$ cat src/rtl/riscp_pkg.sv
// Shared fetch/decode types for the riscp pipeline: default instruction/PC widths
// and the packed instruction-queue entry.
package riscp_pkg;

    localparam int RISCP_INSTR_WIDTH = 16;
    localparam int RISCP_PC_WIDTH    = 16;

    typedef struct packed {
        logic [RISCP_PC_WIDTH-1:0]    pc;
        logic [RISCP_INSTR_WIDTH-1:0] instr;
    } iq_entry_t;

endpackage

$ cat src/rtl/iq_storage.sv
// DEPTH x WIDTH register array for the instruction queue: one write port and one
// asynchronous read port. The array is not reset.
module iq_storage #(
    parameter int DEPTH = 4,
    parameter int WIDTH = 32,
    parameter int ADDR  = $clog2(DEPTH)
) (
    input  logic             clk,
    input  logic             we,
    input  logic [ADDR-1:0]  waddr,
    input  logic [WIDTH-1:0] wdata,
    input  logic [ADDR-1:0]  raddr,
    output logic [WIDTH-1:0] rdata
);

    logic [WIDTH-1:0] mem_r [DEPTH];

    // Write port: capture the entry at the addressed slot.
    always_ff @(posedge clk) begin
        if (we) begin
            mem_r[waddr] <= wdata;
        end
    end

    assign rdata = mem_r[raddr];

endmodule

$ cat src/rtl/instr_queue.sv
// DEPTH-entry circular instruction queue with PC tags between fetch and decode.
// Define IQ_BYPASS_EN for the zero-latency empty-queue bypass.
module instr_queue
    import riscp_pkg::*;
#(
    parameter int INSTR_WIDTH = RISCP_INSTR_WIDTH,
    parameter int PC_WIDTH    = RISCP_PC_WIDTH,
    parameter int DEPTH       = 4,
    parameter int CNT_WIDTH   = $clog2(DEPTH) + 1
) (
    input  logic                   clk,
    input  logic                   rst,
    input  logic                   flush,
    input  logic                   in_valid,
    output logic                   in_ready,
    input  logic [INSTR_WIDTH-1:0] in_instr,
    input  logic [PC_WIDTH-1:0]    in_pc,
    output logic                   out_valid,
    input  logic                   out_ready,
    output logic [INSTR_WIDTH-1:0] out_instr,
    output logic [PC_WIDTH-1:0]    out_pc,
    output logic [CNT_WIDTH-1:0]   count
);

    localparam int ADDR    = $clog2(DEPTH);
    localparam int ENTRY_W = PC_WIDTH + INSTR_WIDTH;
    localparam logic [CNT_WIDTH-1:0] FULL_CNT = CNT_WIDTH'(DEPTH);
    localparam logic [CNT_WIDTH-1:0] ZERO_CNT = {CNT_WIDTH{1'b0}};
    localparam logic [CNT_WIDTH-1:0] ONE_CNT  = CNT_WIDTH'(1);
    localparam logic [ADDR-1:0]      ONE_PTR  = ADDR'(1);

    logic [ADDR-1:0]      wr_ptr_r;
    logic [ADDR-1:0]      rd_ptr_r;
    logic [CNT_WIDTH-1:0] count_r;

    logic                   in_ready_s;
    logic                   out_valid_s;
    logic                   bypass_s;
    logic                   push_s;
    logic                   pop_s;
    logic                   we_s;
    logic [ENTRY_W-1:0]     rdata_s;
    logic [INSTR_WIDTH-1:0] out_instr_s;
    logic [PC_WIDTH-1:0]    out_pc_s;

    iq_storage #(
        .DEPTH (DEPTH),
        .WIDTH (ENTRY_W),
        .ADDR  (ADDR)
    ) u_storage (
        .clk   (clk),
        .we    (we_s),
        .waddr (wr_ptr_r),
        .wdata ({in_pc, in_instr}),
        .raddr (rd_ptr_r),
        .rdata (rdata_s)
    );

    // Handshake decode; a full queue refuses pushes even when a pop happens.
    always_comb begin
        in_ready_s = (count_r != FULL_CNT);
`ifdef IQ_BYPASS_EN
        bypass_s   = (count_r == ZERO_CNT) && in_valid && !flush;
`else
        bypass_s   = 1'b0;
`endif
        out_valid_s = (count_r != ZERO_CNT) || bypass_s;
        push_s      = in_valid && in_ready_s;
        pop_s       = out_ready && (count_r != ZERO_CNT);
        // A bypassed instruction taken by decode this cycle is never stored.
        we_s        = push_s && !(bypass_s && out_ready) && !flush;
    end

    // Head presentation; outputs are zero whenever nothing is valid.
    always_comb begin
        out_instr_s = {INSTR_WIDTH{1'b0}};
        out_pc_s    = {PC_WIDTH{1'b0}};
        if (bypass_s) begin
            out_instr_s = in_instr;
            out_pc_s    = in_pc;
        end else if (count_r != ZERO_CNT) begin
            out_instr_s = rdata_s[INSTR_WIDTH-1:0];
            out_pc_s    = rdata_s[ENTRY_W-1:INSTR_WIDTH];
        end else begin
            out_instr_s = {INSTR_WIDTH{1'b0}};
            out_pc_s    = {PC_WIDTH{1'b0}};
        end
    end

    // Pointer and occupancy state; flush wins over any same-cycle push or pop.
    always_ff @(posedge clk or negedge rst) begin
        if (!rst) begin
            wr_ptr_r <= {ADDR{1'b0}};
            rd_ptr_r <= {ADDR{1'b0}};
            count_r  <= ZERO_CNT;
        end else if (flush) begin
            wr_ptr_r <= {ADDR{1'b0}};
            rd_ptr_r <= {ADDR{1'b0}};
            count_r  <= ZERO_CNT;
        end else begin
            if (we_s) begin
                wr_ptr_r <= wr_ptr_r + ONE_PTR;
            end
            if (pop_s) begin
                rd_ptr_r <= rd_ptr_r + ONE_PTR;
            end
            if (we_s && !pop_s) begin
                count_r <= count_r + ONE_CNT;
            end else if (pop_s && !we_s) begin
                count_r <= count_r - ONE_CNT;
            end else begin
                count_r <= count_r;
            end
        end
    end

    assign in_ready  = in_ready_s;
    assign out_valid = out_valid_s;
    assign out_instr = out_instr_s;
    assign out_pc    = out_pc_s;
    assign count     = count_r;

endmodule

$ cat config.mk
export PLATFORM = sky130hd
export DESIGN_NAME = instr_queue
export DESIGN_NICKNAME = d
export VERILOG_FILES = /design/src/rtl/riscp_pkg.sv /design/src/rtl/iq_storage.sv /design/src/rtl/instr_queue.sv
export SDC_FILE = /design/constraint.sdc
export NUM_CORES = 1
export LEC_CHECK = 0
export ABC_AREA = 0
export CAP_MARGIN = 20
export CORE_MARGIN = 5
export CORE_UTILIZATION = 46
export DETAILED_ROUTE_END_ITERATION = 8
export GPL_TIMING_DRIVEN = 0
export PLACE_DENSITY = 0.68
export SYNTH_ARGS = -nofsm -noshare
export SYNTH_HDL_FRONTEND = slang
export SYNTH_SLANG_ARGS = --single-unit
$ cat constraint.sdc
create_clock -name clk -period 3 [get_ports clk]
set_input_delay 0.6 -clock clk [delete_from_list [all_inputs] [get_ports clk]]
set_output_delay 0.6 -clock clk [all_outputs]
set_load 0.005 [all_outputs]
==> results of run 1 <==
[registers in the layout (all words and copies together) (netlist names)]
| name | cells |
|---|---|
| count | 3 |
| rd_ptr_r | 2 |
| u_storage.mem_r | 128 |
| wr_ptr_r | 2 |
[stage by stage]
| stage | hold slack (ns) | worst slack, ns | utilization | std cells | instance area, um2 |
|---|---|---|---|---|---|
| after floorplan | 0.304 | 0.649 | - | 258 | 5320 |
| after global placement | 0.568 | 0.215 | 0.547 | 473 | 6220 |
| after detailed placement | 0.579 | 0.145 | 0.547 | 473 | 6220 |
| after CTS | 0.454 | 0.00363 | 0.597 | 504 | 6790 |
| after global routing | 0.469 | 0.0231 | 0.598 | 503 | 6800 |
| final | 0.458 | 0.128 | 0.598 | 503 | 6800 |
[final cells by class]
| type | instances | area (um2) | area share |
|---|---|---|---|
| Buffer | 11 | 105 | 0.0154 |
| Clock buffer | 23 | 448 | 0.0658 |
| Clock inverter | 9 | 78.8 | 0.0116 |
| Inverter | 5 | 18.8 | 0.00276 |
| Multi-Input combinational cell | 105 | 1230 | 0.181 |
| Sequential cell | 135 | 4020 | 0.591 |
| Tap cell | 143 | 179 | 0.0263 |
| Timing Repair Buffer | 72 | 721 | 0.106 |
[logic make-up (layout without fill, tap and decap cells)]
family	Yosys count	count (layout)	synth area share
muxes	33	33	0.138
adders and majority gates	5	5	0.0132
and+or+nand+nor	55	55	0.0630
DFF	135	135	0.755
AOI/OAI and AO/OA	6	6	0.00752
buffers and inverters	18	120	0.0136
xor gates and xnor gates	6	6	0.00988
[path summary, 6_finish.rpt]
kind                             start     endpoint
max reg2reg                   count[1]     count[2]
max                        rd_ptr_r[0]    out_pc[8]
min in group clk                 flush  rd_ptr_r[0]
min reg2reg                wr_ptr_r[1]  wr_ptr_r[1]
max in group asynchronous          rst  rd_ptr_r[1]
min                                rst  wr_ptr_r[0]
[placed cells by master (no fill, tap or decap), types with 2 or more instances in the layout]
cell type / synthesis / final
clkdlybuf4s50_1: 0 / 72
buf_8: 0 / 3
clkinv_4: 0 / 2
clkbuf_1: 8 / 6
xor2_1: 3 / 3
nand2_1: 3 / 3
edfxtp_1: 128 / 128
o21ai_0: 2 / 2
clkbuf_16: 0 / 17
and2_2: 5 / 5
ha_1: 4 / 4
clkbuf_4: 0 / 6
nand3_1: 2 / 2
dfrtp_1: 7 / 7
clkinv_2: 0 / 4
xnor2_1: 3 / 3
and2_1: 32 / 32
nor2_1: 8 / 8
inv_1: 5 / 5
mux4_2: 32 / 32
[per-layer routing]
metal | GRT usage | part of all wire | up-vias
li1 | - | - | 1200
met1 | 0.200 | 0.43 | 1377
met2 | 0.239 | 0.50 | 80
met3 | 0.0529 | 0.056 | 12
met4 | 0.0581 | 0.013 | 0
met5 | 0 | 0 | -
[power breakdown]
part / switching (mW) / internal [mW]
Sequential: 0.0549 / 2.20
Clock: 0.714 / 1.13
Combinational: 0.674 / 1.03
Total: 1.44 / 4.36
[synthesized netlist by cell type]
| cell | n |
|---|---|
| or3_2 | 1 |
| nand3_1 | 2 |
| o21ai_0 | 2 |
| edfxtp_1 | 128 |
| clkbuf_1 | 8 |
| or3b_4 | 1 |
| nor4b_1 | 1 |
| a311o_2 | 1 |
| a31oi_1 | 1 |
| dfrtp_1 | 7 |
| mux4_2 | 32 |
| nand2_1 | 3 |
| and3_1 | 1 |
| ha_1 | 4 |
| o31ai_1 | 1 |
| inv_1 | 5 |
| and3b_4 | 1 |
| nor2_1 | 8 |
| fa_1 | 1 |
| buf_2 | 4 |
| and2_1 | 32 |
| xor2_1 | 3 |
| a21oi_1 | 1 |
| xnor2_1 | 3 |
| and2_2 | 5 |
| mux2_1 | 1 |
| buf_1 | 1 |
[what timing repair did]
item	4_1_cts	5_1_grt
hold endpoints to repair	0	0
setup endpoints to repair	30	24
gates resized for setup	19	5
==> impl_results.md, run 1 <==
- Min cycle time layout: ~2.9 ns
- Clock Skew: ~0.0058 ns
- Cell area after synthesis: 5320 um2
- Syn. warnings: 0
- Worst path arrival time: between 2 and 2.5 ns
- Synthesized area per cell: ~21 um2
- Levels on crit path: 5
- Syn-to-layout area delta: 27.8%
- Data required time of the worst path: about 2.4 ns
- Post-DP HPWL: ~6000 um
- Gr usage total: 0.154
- Clk slew on worst S/H paths: approximately 0.05 ns
- Max-slew violations: 0
- Via count: roughly 2,700
- P_leak: around 2.2 nW
- Top-Level Pins: between 70 and 80
- Vias in the first global route: between 2,000 and 3,000
- Total power draw: around 5.8 mW
- Area of the core: 11,400 um2
- Drt pass-1 iters: 4
- Num Clock Sinks: ~140
- Worst Max-Slew Pin Slew: just over 0.9 ns
- Syn Inst Count: between 200 and 300
- DR WL/cell: slightly below 20 um
- Fmax: approximately 350 MHz
- Kind of critical path: reg -> out
- Area share of the largest cell type after synthesis: 0.722
- Final setup violation count: 0
- I/O Buffers: 72
- Largest net degree at the start of global routing: 33
- Critical Path Source Type: register
- Die area: about 14,000 um2
- Delay-heaviest family, CP: buffers and inverters
- Antenna diode count: 0
- Antenna violations before repair: 0
- CP cell instances: buf_6 > buf_8 > mux4_2 > and2_1 > clkdlybuf4s50_1
- Htree depth: 4
- Die Width: about 120 um
- FILL cells: roughly 900
- Total gr overflow: 0
- Leading cell types by total area after synthesis: edfxtp_1 72%, mux4_2 14%, and2_1 3.8%
- Endpoint class of the critical path: output pin
- Syn Nets: 300
- VDD IR max: ~0.42 mV
- Nets@finish: between 300 and 400
- Number of CTS-inserted buffers: 17
- DRT iter0 DRCs: 162
- Root Buffer: clkbuf_16
- Cells on worst reg2reg path: 8
- Cell variety after synth: 27
- First-pass GRT wire length: between 15,000 and 20,000 um
- CP max stage delay: 0.50 ns
- R2r setup slk: ~0.53 ns
- Max Cap Viol: 0
- TNS Setup: 0 ns
- Vias/cell: 5.31
- Max FO, Critical Path: 10
- Layout cell share with drive strength beyond 1: 0.211
- Slowest CP cell: mux4_2
- Flops & latches, synth: between 100 and 150
- Post-DRT Antenna Nets: 0
- Power per Cell Area: roughly 850 nW/um2
- Skew-Pair Late Insertion Delay: 0.41 ns
- Max clock buf depth: 2
- Tcrit/Tclk final: 0.957
- Starting Density: 0.468
- Hold/Removal Path Class: in -> async
- Final WL: between 9000 and 10,000 um
- Rows: 39
- Register area share after synthesis: 0.755
- Routability cong.: roughly 0.72
- RSZ-0062 raised after global routing: false
- Postcts setup bufs: 0
- Worst slew margin: 0.394
- Final hold vios: 0
- Yosys top cell by area: edfxtp_1
- CP Buf/Inv Count: 3
- Die Span Y: approximately 120 um
- Drc violations: 0
- CTS tree: built
- Status: finished clean
- # hold bufs at CTS: 0
No activity file was read; power rests on OpenSTA's default activity.
==> run 2: changes to the inputs <==
--- a/config.mk
+++ b/config.mk
@@ -12,6 +12,7 @@
 export DETAILED_ROUTE_END_ITERATION = 8
 export GPL_TIMING_DRIVEN = 0
 export PLACE_DENSITY = 0.68
+export SLEW_MARGIN = 5
 export SYNTH_ARGS = -nofsm -noshare
 export SYNTH_HDL_FRONTEND = slang
 export SYNTH_SLANG_ARGS = --single-unit
==> results of run 2 <==
Final layout, timing and power as in run 1 (identical DEF).
